<file path="config.mk">
export PLATFORM = sky130hd
export DESIGN_NAME = uart_rx
export DESIGN_NICKNAME = d
export VERILOG_FILES = /design/src/rtl/uart_pkg.sv /design/src/rtl/uart_rx_sync.sv /design/src/rtl/uart_rx.sv
export SDC_FILE = /design/constraint.sdc
export NUM_CORES = 1
export LEC_CHECK = 0
export BUFFER_PORTS_ARGS = -buffer_cell sky130_fd_sc_hd__buf_2
export CAP_MARGIN = 20
export CELL_PAD_IN_SITES_DETAIL_PLACEMENT = 0
export CELL_PAD_IN_SITES_GLOBAL_PLACEMENT = 1
export CORE_MARGIN = 2
export CORE_UTILIZATION = 43
export DETAILED_ROUTE_END_ITERATION = 6
export MAX_ROUTING_LAYER = met4
export PLACE_DENSITY = 0.8
export REMOVE_ABC_BUFFERS = 1
export SYNTH_ARGS = -nofsm -noshare
export SYNTH_HDL_FRONTEND = slang
export SYNTH_SLANG_ARGS = --single-unit
export TNS_END_PERCENT = 100
</file>
<file path="constraint.sdc">
create_clock -name clk -period 2.2 [get_ports clk]
set_input_delay 0.22 -clock clk [delete_from_list [all_inputs] [get_ports clk]]
set_output_delay 0.22 -clock clk [all_outputs]
set_load 0.02 [all_outputs]
</file>
<file path="src/rtl/uart_pkg.sv">
// uart_pkg: shared UART parity encodings, receiver state enum and parity helpers.
package uart_pkg;

    localparam int DATA_BITS = 8;

    localparam logic [1:0] PAR_NONE        = 2'b00;
    localparam logic [1:0] PAR_ODD         = 2'b01;
    localparam logic [1:0] PAR_EVEN        = 2'b10;
    localparam logic [1:0] PAR_ODD_NOFRAME = 2'b11;

    typedef enum logic [2:0] {
        IDLE,
        START,
        DATA,
        PARITY,
        STOP,
        WAIT_HIGH
    } rx_state_t;

    function automatic logic has_parity(input logic [1:0] cfg);
        return (cfg == PAR_ODD) || (cfg == PAR_EVEN);
    endfunction

    // Parity bit that makes the frame's total ones count match the configured sense.
    function automatic logic parity_bit(input logic [1:0] cfg, input logic [DATA_BITS-1:0] d);
        return (cfg == PAR_ODD) ? ~^d : ^d;
    endfunction

endpackage

</file>
<file path="src/rtl/uart_rx_sync.sv">
// uart_rx_sync: 2-flop synchronizer for an asynchronous input that idles high.
module uart_rx_sync (
    input  logic clk,
    input  logic rst,
    input  logic d,
    output logic q
);

    logic meta;

    always_ff @(posedge clk) begin
        if (rst)
            {q, meta} <= 2'b11;
        else
            {q, meta} <= {meta, d};
    end

endmodule

</file>
<file path="src/rtl/uart_rx.sv">
// uart_rx: 8N1/8P1 UART receiver sampling at bit centre, with parity and framing status.
module uart_rx
    import uart_pkg::*;
#(
    parameter int CLKS_PER_BIT = 16,
    parameter int DATA_BITS    = uart_pkg::DATA_BITS
) (
    input  logic                 clk,
    input  logic                 rst,
    input  logic                 rx_in,
    input  logic [1:0]           parity_type,
    output logic [DATA_BITS-1:0] data_out,
    output logic                 data_valid,
    output logic                 parity_err,
    output logic                 frame_err,
    output logic                 busy
);

    localparam int             CW   = $clog2(CLKS_PER_BIT);
    localparam logic [CW-1:0]  HALF = CW'(CLKS_PER_BIT / 2 - 1);
    localparam logic [CW-1:0]  FULL = CW'(CLKS_PER_BIT - 1);
    localparam logic [2:0]     LAST = 3'(DATA_BITS - 1);

    logic                 rx_s;
    rx_state_t            state, state_n;
    logic [CW-1:0]        clk_cnt;
    logic [2:0]           bit_cnt;
    logic [1:0]           cfg;
    logic [DATA_BITS-1:0] shreg;
    logic                 par_bad;
    logic                 tick;

    uart_rx_sync u_sync (
        .clk (clk),
        .rst (rst),
        .d   (rx_in),
        .q   (rx_s)
    );

    always_ff @(posedge clk) begin
        if (rst)
            state <= IDLE;
        else
            state <= state_n;
    end

    // The start bit is checked half a bit in; every later sample is a full bit apart.
    always_comb begin
        tick    = (state == START) ? (clk_cnt == HALF)
                                   : (state inside {DATA, PARITY, STOP}) && (clk_cnt == FULL);
        state_n = state;
        case (state)
            IDLE:      state_n = rx_s ? IDLE : START;
            START:     if (tick) state_n = rx_s ? IDLE : DATA;
            DATA:      if (tick && bit_cnt == LAST) state_n = has_parity(cfg) ? PARITY : STOP;
            PARITY:    if (tick) state_n = STOP;
            STOP:      if (tick) state_n = rx_s ? IDLE : WAIT_HIGH;
            WAIT_HIGH: if (rx_s) state_n = IDLE;
            default:   state_n = IDLE;
        endcase
    end

    always_ff @(posedge clk) begin
        if (rst) begin
            clk_cnt    <= '0;
            bit_cnt    <= '0;
            cfg        <= PAR_NONE;
            shreg      <= '0;
            par_bad    <= 1'b0;
            data_out   <= '0;
            data_valid <= 1'b0;
            parity_err <= 1'b0;
            frame_err  <= 1'b0;
        end else begin
            data_valid <= 1'b0;
            clk_cnt    <= (state == IDLE || tick) ? '0 : clk_cnt + 1'b1;
            if (state == IDLE) begin
                bit_cnt <= '0;
                if (!rx_s)
                    cfg <= parity_type;
            end
            if (tick && state == DATA) begin
                shreg   <= {rx_s, shreg[DATA_BITS-1:1]};
                bit_cnt <= bit_cnt + 1'b1;
            end
            if (tick && state == PARITY)
                par_bad <= rx_s != parity_bit(cfg, shreg);
            if (tick && state == STOP) begin
                data_out   <= shreg;
                data_valid <= 1'b1;
                parity_err <= par_bad && has_parity(cfg);
                frame_err  <= !rx_s;
            end
        end
    end

    assign busy = (state != IDLE);

endmodule

</file>
==> results.yml, run 1 <==
status:
  status: "completed"
setup_path:
  reg2reg_from: "clk_cnt[0]"
  worstSetupPathType: "reg -> reg"
  worstPathArrival_ps: 2180
  start_kind: "flip-flop"
  path_buf_inv: 0
  cp_slowest_cell: "or3_4"
  worstPathCellList: "ha_1 -> nand3_4 -> or3_4 -> or3b_1 -> a21oi_1"
  reg2reg_depth: 5
  worstPathRequired_ps: 2490
  cp_max_fo: 13
  r2r-end: "parity_err"
  regToRegSetupSlack_ps: 310
  critPathCaptureType: "flip-flop"
  cp_top_family: "simple AND/OR/NAND/NOR gates"
  cpPeakStageDelay_ps: 500
sta:
  relSlewSlack: 0.654
  holdWs_ps: 53.2
  setup_ws_ps: 308
  fin_crit_ps: 1890
  fin_skew_ps: 10.4
  period_share: 0.860
  fmax_mhz: 529
  hold_violations: 0
  worst_pin_slew_ps: 519
  finalSetupTns_ps: 0
  setup_violations: 0
  rsz0062_at_grt: "no"
  slew_violations: 0
global_route:
  grt.total_usage: 0.163
  grt_max_degree: 32
  grt_pass1_vias: 1150
  busiest_layer: "met2"
  grt_pass1_wl_um: 5090
  gr-total-overflow: 0
  gr-usage-met3: 0.0423
  met2_usage: 0.249
  use_met1: 0.198
  antenna_found_initial: 0
routing:
  drc: 0
  vias_per_cell: 5.20
  drtIter0Drc: 59
  antenna_left: 0
  wl_per_cell_um: 12.3
  dr.pass1.iters: 4
  num_vias: 1222
  routed_wirelength_um: 2900
cells_and_area:
  final_core_util: 0.509
  fin_cells: 235
  fin_area_sq_um: 1740
  layout_commonest_cell: "dfxtp_1"
  fill_cells: 346
  syn_to_final_growth_pct: 11.2
  final_cell_mix: "dfxtp_1 (34), nand2_1 (22), a21oi_1 (22)"
  drive_above_1_share: 0.164
  diodes: 0
  nets: 198
worst_hold_path:
  hold_path_end: "u_sync.meta"
  holdCritPathClass: "in -> reg"
  whs_path_depth: 2
  hp-start: "rx_in"
logic_synthesis:
  synth_top_family_by_area: "simple AND/OR/NAND/NOR gates"
  synth_top_area_cell: "dfxtp_1"
  yosys.area_share.simple: 0.215
  yosysSeqAreaShare: 0.436
  synth_top_area_share: 0.436
  synth_mux_area_frac: 0.0576
  synth_cell_types: 35
  syn-instance-count: 177
  avgSynthCellArea_sq_um: 8.83
  synth_edf_count: 0
  synth_area_leaders: "dfxtp_1 (44%), a21oi_1 (7.0%), mux2i_1 (5.8%), nand2_1 (5.3%), xnor2_1 (3.9%)"
  synthFlopType: "dfxtp_1"
  synth_seq_cells: 34
  synth_compound_area_frac: 0.147
  synth_xor_area_frac: 0.0705
  yosys.area_share.adder: 0.0320
  async_flop_share: 0
  yosysWarnings: 0
  syn_area_sq_um: 1560
flow_run:
  cap_violations: 0
placed_design:
  dp_slack_ps: 323
  port-buffer-count: 16
  globalplace.congestion: 0.839
  post-dp-hpwl_um: 1960
  dpl_cell_area_sq_um: 1660
  dp.cells: 228
power_and_ir_drop:
  p_total_mw: 1.22
  leakage_nw: 0.703
  ir_drop_v: 0.000507
  p_per_area_nw_per_um2: 704
clocking:
  cts_setup_buffers: 0
  insertion_delay_ps: 350
  numCtsBuffers: 5
  hold_buffers: 0
  clkTransAtPathRegs_ps: 110
  cts_tree: "yes"
  root_buffer: "clkbuf_4"
  cts_resized: 0
  cts_max_path_buffers: 2
  cts.sinks: 34
  htree_levels: 2
floorplanning:
  pin_count: 17
  row_count: 21
  initial_core_util: 0.458
  coreArea_sq_um: 3420
  die_y_um: 64.3
  dieArea_sq_um: 4130
  die_x_um: 64.3
-- worst max path at each step --
| stage | slack, ps | end | depth (start not counted) | startpoint |
|---|---|---|---|---|
| 6_report | 310 | parity_err | 5 | clk_cnt[0] |
| 5_1_grt | 160 | parity_err | 5 | clk_cnt[0] |
| 4_1_cts | 290 | parity_err | 5 | clk_cnt[0] |
| 3_5_place_dp | 320 | parity_err | 5 | clk_cnt[0] |
| 3_3_place_gp | 390 | parity_err | 5 | clk_cnt[0] |
| 2_1_floorplan | 460 | parity_err | 5 | clk_cnt[0] |
-- cell families (layout without fill, tap and decap cells) --
logic type,Yosys count,after routing
AOI/OAI and AO/OA,37,37
xor gates and xnor gates,11,11
adders and majority gates,4,4
buffers and inverters,16,28
DFF,34,34
muxes,9,9
and+or+nand+nor,66,66
-- cells in the mapped netlist, drive strengths merged, types with 2 or more instances --
master,instances
nor3,6
a211oi,2
o21a,2
nand2b,3
mux2i,9
xnor2,7
o211ai,2
o32a,2
nor3b,2
nand2,22
ha,4
inv,4
nor2,15
buf,5
nand4,2
a21oi,22
or3,3
o221ai,2
or2,4
dfxtp,34
nand3,5
clkbuf,7
or3b,3
xor2,3
-- worst reg2reg max path: cells and delay by family, from the launching register on --
kind	cells	cell delay (ps)
AOI/OAI and AO/OA	1	140
adders and majority gates	1	300
DFF	1	370
and+or+nand+nor	3	1020
-- power by group --
part / switching, mW / internal (mW)
clock: 0.213 / 0.264
sequential: 0.0196 / 0.626
combinational: 0.0573 / 0.0432
total: 0.290 / 0.933
-- area by class of cell --
type | instances | area [sq um] | area share
Timing Repair Buffer | 17 | 87.6 | 0.0504
Sequential cell | 34 | 681 | 0.392
Clock inverter | 1 | 30.0 | 0.0173
Multi-Input combinational cell | 127 | 816 | 0.469
Clock buffer | 6 | 51.3 | 0.0295
Tap cell | 46 | 57.6 | 0.0331
Inverter | 4 | 15.0 | 0.00864
-- per-layer routing --
| metal | part of all wire | wire length, um |
|---|---|---|
| met4 | 0.024 | 70 |
| met3 | 0.044 | 127 |
| met2 | 0.45 | 1300 |
| met1 | 0.48 | 1400 |
| met5 | 0 | 0 |
-- flip-flops by register name (all words and copies together), names as in the netlist, 2 cells and up --
name and cells:
shreg 8, state 3, cfg 2, data_out 8
bit_cnt 3, clk_cnt 4
(Power assumes the default switching activity.)
==> inputs of run 2 (changes only) <==
Settings changed: MAX_ROUTING_LAYER met4 to default.
==> results.yml, run 2 (same netlist as run 1, synthesis figures left out) <==
setup_path:
  worstPathArrival_ps: 2180
  cpPeakStageDelay_ps: 500
  reg2reg_from: "clk_cnt[0]"
  regToRegSetupSlack_ps: 310
  r2r-end: "parity_err"
  worstSetupPathType: "reg -> reg"
  cp_max_fo: 13
  worstPathCellList: "ha_1 -> nand3_4 -> or3_4 -> or3b_1 -> a21oi_1"
  start_kind: "flip-flop"
  worstPathRequired_ps: 2490
  reg2reg_depth: 5
  cp_slowest_cell: "or3_4"
  critPathCaptureType: "flip-flop"
clocking:
  cts_tree: "yes"
  clkTransAtPathRegs_ps: 110
  root_buffer: "clkbuf_4"
  cts_resized: 0
  numCtsBuffers: 5
  cts.sinks: 34
  cts_max_path_buffers: 2
  htree_levels: 2
  cts_setup_buffers: 0
  hold_buffers: 0
  insertion_delay_ps: 350
sta:
  hold_violations: 0
  fin_skew_ps: 10.4
  finalSetupTns_ps: 0
  fmax_mhz: 529
  relSlewSlack: 0.654
  setup_ws_ps: 308
  rsz0062_at_grt: "no"
  fin_crit_ps: 1890
  worst_pin_slew_ps: 519
  period_share: 0.860
  setup_violations: 0
  slew_violations: 0
global_route:
  busiest_layer: "met2"
  use_met1: 0.198
  met2_usage: 0.249
  grt_pass1_wl_um: 5080
  grt_pass1_vias: 1151
  antenna_found_initial: 0
  grt_max_degree: 32
  grt.total_usage: 0.159
  gr-total-overflow: 0
  gr-usage-met3: 0.0423
floorplanning:
  coreArea_sq_um: 3420
  pin_count: 17
  row_count: 21
  dieArea_sq_um: 4130
  die_x_um: 64.3
  initial_core_util: 0.458
  die_y_um: 64.3
placed_design:
  post-dp-hpwl_um: 1960
  dp_slack_ps: 323
  port-buffer-count: 16
  globalplace.congestion: 0.827
cells_and_area:
  reg_top3: "data_out x8, shreg x8, clk_cnt x4"
  final_core_util: 0.509
  syn_to_final_growth_pct: 11.2
  drive_above_1_share: 0.164
  nets: 198
  layout_commonest_cell: "dfxtp_1"
  fill_cells: 346
  diodes: 0
  final_cell_mix: "dfxtp_1 (34), nand2_1 (22), a21oi_1 (22)"
power_and_ir_drop:
  ir_drop_v: 0.000507
  p_total_mw: 1.22
  p_per_area_nw_per_um2: 704
  leakage_nw: 0.703
status:
  status: "completed"
worst_hold_path:
  hp-start: "rx_in"
  whs_path_depth: 2
  hold_path_end: "u_sync.meta"
  holdCritPathClass: "in -> reg"
routing:
  num_vias: 1222
  antenna_left: 0
  vias_per_cell: 5.20
  drtIter0Drc: 62
  routed_wirelength_um: 2900
  drc: 0
  wl_per_cell_um: 12.3
  dr.pass1.iters: 4
flow_run:
  cap_violations: 0
-- run 2: cell counts in the layout (fill, tap and decap cells not counted) --
No cell type changed its count.
-- run 2: layout make-up --
type,count,area [sq um],share of cell area
well taps,46,57.6,0.0331
clock inverters,1,30.0,0.0173
inverters,4,15.0,0.00864
multi-input cells,127,816,0.469
clock buffers,6,51.3,0.0295
flip-flops and latches,34,681,0.392
repair buffers,17,87.6,0.0504
-- run 2: how the worst max path moves through the flow --
stage	start	to	slack [ps]	cells after the start
after floorplan	clk_cnt[0]	parity_err	460	5
after global placement	clk_cnt[0]	parity_err	390	5
after detailed placement	clk_cnt[0]	parity_err	320	5
after CTS	clk_cnt[0]	parity_err	290	5
after global routing	clk_cnt[0]	parity_err	160	5
final	clk_cnt[0]	parity_err	310	5
-- run 2: per-layer routing --
layer	routed length [um]	part of all wire
met4	68	0.023
met5	0	0
met2	1300	0.45
met3	136	0.047
met1	1400	0.48
-- run 2: through the flow --
stage,cell area [sq um],instances,hold WS (ps)
2_1_floorplan,1510,165,289
3_3_place_gp,1660,228,394
3_5_place_dp,1660,228,396
4_1_cts,1740,235,48.5
5_1_grt,1740,235,35.8
6_report,1740,235,53.7
-- run 2: power breakdown --
group	internal [mW]	switching (mW)	total, mW
logic	0.0432	0.0573	0.101
registers	0.626	0.0196	0.645
clock network	0.264	0.213	0.478
total	0.933	0.290	1.22
-- run 2: worst max-delay path: cells and delay by family (launching register included) --
| kind | cells | cell delay [ps] |
|---|---|---|
| AOI/OAI and AO/OA | 1 | 140 |
| adders and majority gates | 1 | 300 |
| and+or+nand+nor | 3 | 1010 |
| DFF | 1 | 370 |
